--- config.mk ---
export PLATFORM = sky130hd
export DESIGN_NAME = ex_result_stage
export DESIGN_NICKNAME = d
export VERILOG_FILES = /design/src/rtl/ex_result_stage.sv
export SDC_FILE = /design/constraint.sdc
export NUM_CORES = 1
export LEC_CHECK = 0
export ABC_CLOCK_PERIOD_IN_PS = 2250
export CAP_MARGIN = 20
export CORE_MARGIN = 5
export CORE_UTILIZATION = 48
export DETAILED_ROUTE_END_ITERATION = 6
export GPL_TIMING_DRIVEN = 0
export PLACE_DENSITY = 0.8
export SKIP_LAST_GASP = 1
export SLEW_MARGIN = 20
export SYNTH_ARGS = -nofsm -noshare
export SYNTH_HDL_FRONTEND = slang
export SYNTH_SLANG_ARGS = --single-unit
--- constraint.sdc ---
create_clock -name clk -period 2.25 [get_ports clk]
set_input_delay 0.45 -clock clk [delete_from_list [all_inputs] [get_ports clk]]
set_output_delay 0.45 -clock clk [all_outputs]
set_load 0.02 [all_outputs]
--- src/rtl/ex_result_stage.sv ---
// ex_result_stage
//   EX->MEM boundary stage. It captures the ALU result and its control bundle,
//   resolves branches and jumps, and selects the writeback value. Entries are
//   held in a 2-entry skid buffer, so MEM back-pressure (out_ready) never
//   reaches in_ready combinationally.
//
//   Ports:
//     clk, rst_n          clock; asynchronous active-low reset
//     in_valid/in_ready   upstream handshake (in_ready depends on state only)
//     ALUResult, Zero, Negative, BranchType, PCTarget, PCPlus4,
//     ResultSrc, RegWrite, Rd, WriteData   EX bundle
//     flush               discards all buffered entries
//     out_valid/out_ready downstream handshake for the head entry
//     MemAddr, Result, MemRead, MemWrite, RegWriteOut, RdOut, WriteDataOut
//                         head entry payload
//     Redirect/RedirectPC one-cycle taken-branch pulse and its held target
//
//   Optional build macro EX_PERF_CNT_EN adds the saturating counters
//   BranchCount, TakenCount and NegCount.
module ex_result_stage #(
  parameter int XLEN   = 32,
  parameter int REG_AW = 5
) (
  input  logic              clk,
  input  logic              rst_n,
  input  logic              in_valid,
  output logic              in_ready,
  input  logic [XLEN-1:0]   ALUResult,
  input  logic              Zero,
  input  logic              Negative,
  input  logic [2:0]        BranchType,
  input  logic [XLEN-1:0]   PCTarget,
  input  logic [XLEN-1:0]   PCPlus4,
  input  logic [1:0]        ResultSrc,
  input  logic              RegWrite,
  input  logic [REG_AW-1:0] Rd,
  input  logic [XLEN-1:0]   WriteData,
  input  logic              flush,
  output logic              out_valid,
  input  logic              out_ready,
  output logic [XLEN-1:0]   MemAddr,
  output logic [XLEN-1:0]   Result,
  output logic              MemRead,
  output logic              MemWrite,
  output logic              RegWriteOut,
  output logic [REG_AW-1:0] RdOut,
  output logic [XLEN-1:0]   WriteDataOut,
  output logic              Redirect,
`ifdef EX_PERF_CNT_EN
  output logic [31:0]       BranchCount,
  output logic [31:0]       TakenCount,
  output logic [31:0]       NegCount,
`endif
  output logic [XLEN-1:0]   RedirectPC
);

  typedef enum logic [1:0] {EMPTY, ONE, TWO} state_t;

  typedef struct packed {
    logic [XLEN-1:0]   addr;
    logic [XLEN-1:0]   result;
    logic              mem_read;
    logic              mem_write;
    logic              reg_write;
    logic [REG_AW-1:0] rd;
    logic [XLEN-1:0]   wdata;
  } entry_t;

  state_t state, state_next;
  entry_t head, skid, new_entry;
  logic   accept, pop, taken;
  logic   load_head, load_skid, shift_skid;

  assign in_ready  = (state != TWO);
  assign out_valid = (state != EMPTY);
  assign accept    = in_valid & in_ready;
  assign pop       = out_valid & out_ready;

  always_comb begin
    new_entry           = '0;
    new_entry.addr      = ALUResult;
    new_entry.result    = (ResultSrc == 2'b10) ? PCPlus4 : ALUResult;
    new_entry.mem_read  = (ResultSrc == 2'b01);
    new_entry.mem_write = (BranchType == 3'd0) && !RegWrite && (ResultSrc == 2'b01);
    new_entry.reg_write = RegWrite;
    new_entry.rd        = Rd;
    new_entry.wdata     = WriteData;
  end

  // blt/bge rely on the ALU having produced slt / >= so that Zero == !taken.
  always_comb begin
    taken = 1'b0;
    case (BranchType)
      3'd1:    taken = Zero;
      3'd2,
      3'd3,
      3'd4:    taken = !Zero;
      3'd5:    taken = 1'b1;
      default: taken = 1'b0;
    endcase
  end

  always_ff @(posedge clk or negedge rst_n) begin
    if (!rst_n) state <= EMPTY;
    else        state <= state_next;
  end

  // flush overrides both the accept and the pop in the same cycle.
  always_comb begin
    state_next = state;
    load_head  = 1'b0;
    load_skid  = 1'b0;
    shift_skid = 1'b0;
    if (flush) begin
      state_next = EMPTY;
    end else begin
      case (state)
        EMPTY: if (accept) begin
          load_head  = 1'b1;
          state_next = ONE;
        end
        ONE: begin
          if (accept && !pop) begin
            load_skid  = 1'b1;
            state_next = TWO;
          end else if (!accept && pop) begin
            state_next = EMPTY;
          end else if (accept && pop) begin
            load_head  = 1'b1;
          end
        end
        TWO: if (pop) begin
          shift_skid = 1'b1;
          state_next = ONE;
        end
        default: state_next = EMPTY;
      endcase
    end
  end

  always_ff @(posedge clk or negedge rst_n) begin
    if (!rst_n) begin
      head <= '0;
      skid <= '0;
    end else begin
      if (load_head)  head <= new_entry;
      if (load_skid)  skid <= new_entry;
      if (shift_skid) head <= skid;
    end
  end

  assign MemAddr      = head.addr;
  assign Result       = head.result;
  assign MemRead      = head.mem_read;
  assign MemWrite     = head.mem_write;
  assign RegWriteOut  = head.reg_write;
  assign RdOut        = head.rd;
  assign WriteDataOut = head.wdata;

  // A pulse scheduled in the previous cycle still fires under flush; only a
  // same-cycle accept is suppressed.
  always_ff @(posedge clk or negedge rst_n) begin
    if (!rst_n) begin
      Redirect   <= 1'b0;
      RedirectPC <= '0;
    end else begin
      Redirect <= accept & taken & !flush;
      if (accept && taken && !flush) RedirectPC <= PCTarget;
    end
  end

`ifdef EX_PERF_CNT_EN
  logic count_en, is_cond;
  assign count_en = accept & !flush;
  assign is_cond  = (BranchType >= 3'd1) && (BranchType <= 3'd4);

  always_ff @(posedge clk or negedge rst_n) begin
    if (!rst_n) begin
      BranchCount <= '0;
      TakenCount  <= '0;
      NegCount    <= '0;
    end else if (count_en) begin
      if (is_cond  && BranchCount != '1) BranchCount <= BranchCount + 32'd1;
      if (taken    && TakenCount  != '1) TakenCount  <= TakenCount + 32'd1;
      if (Negative && NegCount    != '1) NegCount    <= NegCount + 32'd1;
    end
  end
`else
  logic unused_negative;
  assign unused_negative = Negative;
`endif

endmodule
Yosys cells after proc, flatten, opt, wreduce, memory -nomap -nowiden
Index checks and enable logic that the tools add are counted.
W data, S select, Z words.
{"block": "word_totals", "regBits": 243, "latchBits": 0, "ram_bits": 0, "romBits": 0, "input_bits": 146, "out_inout_bits": 139, "word_cells": 74, "memories": 0}
{"block": "op_classes", "n_addsub": 0, "n_mul": 0, "div_mod_pow": 0, "n_lt_le_gt_ge": 0, "eq_ne": 13, "shift": 0, "muxes": 22, "bitwise_logic": 4, "reduce_logical": 18}
{"op": "$mux W104", "n": 2}
{"op": "$mux W32", "n": 1}
{"op": "$mux W1", "n": 11}
{"op": "$mux W2", "n": 5}
{"op": "$logic_and A1 B1 Y1", "n": 7}
{"op": "$eq A3 B2 Y1 const B", "n": 2}
{"op": "$eq A3 B3 Y1 const B", "n": 2}
{"op": "$ne A3 B3 Y1 const B", "n": 2}
{"op": "$pmux W2 S3", "n": 1}
{"op": "$logic_not A1 Y1", "n": 5}
{"op": "$and A1 B1 Y1", "n": 4}
{"op": "$eq A2 B1 Y1 const B", "n": 2}
{"op": "$eq A2 B2 Y1 const B", "n": 2}
{"op": "$ne A4 B4 Y1 const B", "n": 1}
{"op": "$reduce_bool A2 Y1", "n": 2}
{"op": "$eq A3 B1 Y1 const B", "n": 1}
{"op": "$logic_not A3 Y1", "n": 1}
{"op": "$pmux W1 S3", "n": 1}
{"op": "$reduce_and A3 Y1", "n": 1}
{"op": "$reduce_or A3 Y1", "n": 1}
{"op": "$logic_not A2 Y1", "n": 1}
{"op": "$ne A2 B2 Y1 const B", "n": 1}
{"op": "$pmux W1 S2", "n": 1}

Depth between registers and ports, before layout
{"block": "logic_depth", "word_depth": 10, "mapped_depth": 8, "ltp_nobuf": 4}

Least setup slack after synthesis
OpenSTA, ideal clock, no wires.
{"block": "synth_timing", "path_type": "input-to-reg", "start": "in flush", "end": "reg head (netlist bit Result[14])", "setup_ns": 0.126, "t_arrival_ns": 1.734, "t_required_ns": 2.124, "path_slack_ns": 0.390, "stages": 7, "n_path_buf": 3, "cell_sequence": "nand2b_4 or3_1 clkbuf_1 and2_1 buf_6 buf_6 a221o_1"}
{"block": "synth_via", "elab_chain_len": 2, "elab_cells_between_ends": 4, "classes_between": "mux (3); reduce/logical (1)"}
{"item": "start: declaration", "line": "38", "source": "input logic flush,"}
{"item": "$mux W1", "line": "114", "source": "if (flush) begin"}
{"item": "$mux W104 / $reduce_bool A2 Y1 (equally long branches)"}
{"item": "end signal: assignment", "line": "146", "source": "if (load_head) head <= new_entry;"}
{"item": "end signal: assignment", "line": "148", "source": "if (shift_skid) head <= skid;"}
{"item": "end: declaration", "line": "70", "source": "entry_t head, skid, new_entry;"}
Parallel ways exist; a longest one is shown, timed or not.
A chain may end at the register's enable or synchronous reset.

Final worst setup path
{"block": "layout_timing", "start": "in ResultSrc[1]", "end": "reg head (netlist bit Result[12])"}
{"block": "layout_via", "elab_chain_len": 4}
{"item": "start: declaration", "line": "34", "source": "input logic [1:0] ResultSrc,"}
{"item": "$eq A2 B2 Y1", "line": "82", "source": "new_entry.result = (ResultSrc == 2'b10) ? PCPlus4 : ALUResult;"}
{"item": "$mux W32", "line": "82"}
{"item": "$mux W104", "line": "146"}
{"item": "$mux W104", "line": "148"}
No other way between the ends. The select of a mux whose other input is x is not followed.

==> flow_metrics.tcl <==
set metrics [dict create \
    outcome "complete, no violations" \
    layout_common_cells "280 x clkdlybuf4s50_1, 248 x nand2_1, 243 x dfrtp_1" \
    leakagePower_nw 6.56 \
    grt.busiest_layer "met2" \
    port_buffers 283 \
    num_rows 52 \
    cts-htree-levels 1 \
    syn-cell-area_sq_um 9930 \
    ir_drop_mv 0.666 \
    gp_congestion 0.833 \
    path_depth 7 \
    drc 0 \
    finalClockSkew_ns 0.0119 \
    grt.met1_usage 0.315 \
    hold_path_depth 2 \
    grt_pass1_vias 8614 \
    hold_path_class "flip-flop to flip-flop" \
    clkSlewWorstSetupHoldPaths_ns 0.06 \
    io_pins 285 \
    synth_top_family_by_area "compound AO/OA/AOI/OAI gates" \
    rsz0062_at_grt "no" \
    critPathKind "input pin to flip-flop" \
    timing.final.crit_share 0.971 \
    drv_slew 0 \
    nets 1414 \
    final_core_util 0.691 \
    r2r_start "state[0]" \
    layout_min_cycle_time_ns 2.18 \
    clock_latency_ns 0.52 \
    ant_nets 0 \
    fin_ws_ns 0.0653 \
    chipHeight_um 154 \
    rrSetupSlack_ns 0.16 \
    yosysWarnings 0 \
    hpwl_um 21400 \
    setup_tns_ns 0 \
    synthMuxAreaShare 0.0686 \
    place_ws_ns -0.837 \
    crit_path_max_fanout 10 \
    cts-root-buf "clkbuf_16" \
    startpoint_type "input pin" \
    crit_required_ns 2.64 \
    area_growth_pct 41.4 \
    yosys.area_share.adder 0 \
    finalSetupViolCount 0 \
    crit_chain "clkdlybuf4s50_1 > nor2b_1 > clkbuf_1 > clkbuf_4 > mux2i_1 > nor2_1 > a221o_1" \
    grt_pass1_wl_um 46600 \
    grt_overflow 0 \
    first_pass_iters 5 \
    synthDistinctLibCells 30 \
    max_stage_delay_ns 0.48 \
    syn_inst 955 \
    track_usage 0.241 \
    drtIter0Drc 558 \
    tightestPinTransition_ns 0.653 \
    cp-end-kind "flip-flop" \
    drive_above_1_share 0.0886 \
    drt_wl_total_um 29400 \
    cts_made_buffers 26 \
    final_common_cell "clkdlybuf4s50_1" \
    syn-num-nets 1101 \
    slowest_stage "clkdlybuf4s50_1" \
    via_count 8231 \
    p_total_mw 13.5 \
    cts_buffer_depth 3 \
    crit_arrival_ns 2.58 \
    antenna_found_initial 2 \
    synthXorXnorAreaFrac 0.00176 \
    crit_family "buffers and inverters" \
    die_w_um 154 \
    timing.final.hold_violations 0 \
    crit_buf_inv 3 \
    die_area_sq_um 23700 \
    syn_area_per_cell_sq_um 10.4 \
    r2r_end "Result[4]" \
    coreArea_sq_um 20300 \
    cp-startpoint "ResultSrc[1]" \
    grt_max_degree 96 \
    min_from "skid[17]" \
    power_density_nw_per_um2 961 \
    max_freq_mhz 458 \
    slew_headroom 0.561 \
    wl_per_cell_um 18.9 \
    via_per_inst 5.29 \
    yosysSeqAreaShare 0.613 \
    r2r_cells 5 \
    synth.ff_latch_count 243 \
    yosys.area_share.simple 0.117 \
    grtUsageMet2 0.413 \
    cts_tree "yes" \
    cts.sink_count 243 \
    synth-compound-area-share 0.139 \
    hold_end "skid[17]" \
    drv_cap 0 \
    initial_utilization 0.489 \
    grt_util_met3 0.0537 \
]
[power breakdown]
part	total (mW)	switching (mW)	internal, mW
clock	4.20	1.67	2.53
sequential	5.92	0.567	5.35
combinational	3.36	1.69	1.67
[registers in the layout (all words and copies together), names as in the netlist, 2 cells and up]
| signal | flops |
|---|---|
| RedirectPC | 32 |
| WriteDataOut | 32 |
| RdOut | 5 |
| Result | 32 |
| state | 2 |
| MemAddr | 32 |
| skid | 104 |
[cell usage after synthesis, drive strengths merged]
library cell,number,area [sq um]
nand2,248,931
dfrtp,243,6080
inv,73,274
a21oi,71,393
o22ai,71,444
clkbuf,38,143
nor2,36,135
a221o,33,330
o21ai,33,165
mux2,32,360
mux2i,32,320
buf,26,191
nor2b,3,18.8
nand2b,2,20.0
nand3b,2,15.0
or3,2,12.5
a2111oi,1,27.5
a211oi,1,7.51
and2,1,6.26
and2b,1,7.51
nor3,1,5.00
nor4,1,6.26
o21a,1,7.51
or2,1,6.26
xnor2,1,8.76
xor2,1,8.76
[metrics by stage]
step / area [sq um] / cells / hold slack [ns]
4_1_cts: 14000 / 1557 / 0.477
3_5_place_dp: 13200 / 1511 / 0.460
5_1_grt: 14000 / 1557 / 0.487
6_report: 14000 / 1557 / 0.477
3_3_place_gp: 13100 / 1508 / 0.457
2_1_floorplan: 9930 / 955 / 0.154
[what timing repair did]
item	in CTS	in global routing
buffers inserted	0	0
hold endpoints to repair	69	0
endpoints found under the setup margin	70	30
pin swaps	0	0
hold buffers	1	0
resized for setup	9	3
[per-layer routing]
metal / part of all wire / routed length [um]
met5: 0.00068 / 20
met4: 0.019 / 548
met3: 0.075 / 2210
met2: 0.50 / 14700
met1: 0.40 / 11800
[cell families after synthesis]
| logic type | count (synthesis) |
|---|---|
| flops | 243 |
| xor+xnor | 2 |
| buf+inv | 137 |
| compound gates | 211 |
| simple gates | 298 |
| mux | 64 |
[worst max path at each step]
stage / end / slack, ns
after floorplan: Result[14] / 0.39
after global placement: RedirectPC[11] / -9.67
after detailed placement: skid[73] / -0.84
after CTS: Result[12] / 0.07
after global routing: Result[8] / 0.01
final: Result[12] / 0.07
[area by class of cell]
type	count	area, sq um
Multi-Input combinational cell	575	3250
Sequential cell	243	6080
Fill cell	1557	6260
Inverter	73	274
Timing Repair Buffer	287	2910
Clock inverter	3	40.0
Antenna cell	1	2.50
Clock buffer	43	806
Buffer	62	339
Tap cell	270	338
[worst reg2reg max path, cell delays in order, from the launching register on]
cell and delay [ns]:
dfrtp_1 0.41, and2b_1 0.33, nand2_1 0.10, nor2_1 0.46, clkbuf_1 0.47, a221o_1 0.24
(Power assumes the default switching activity.)
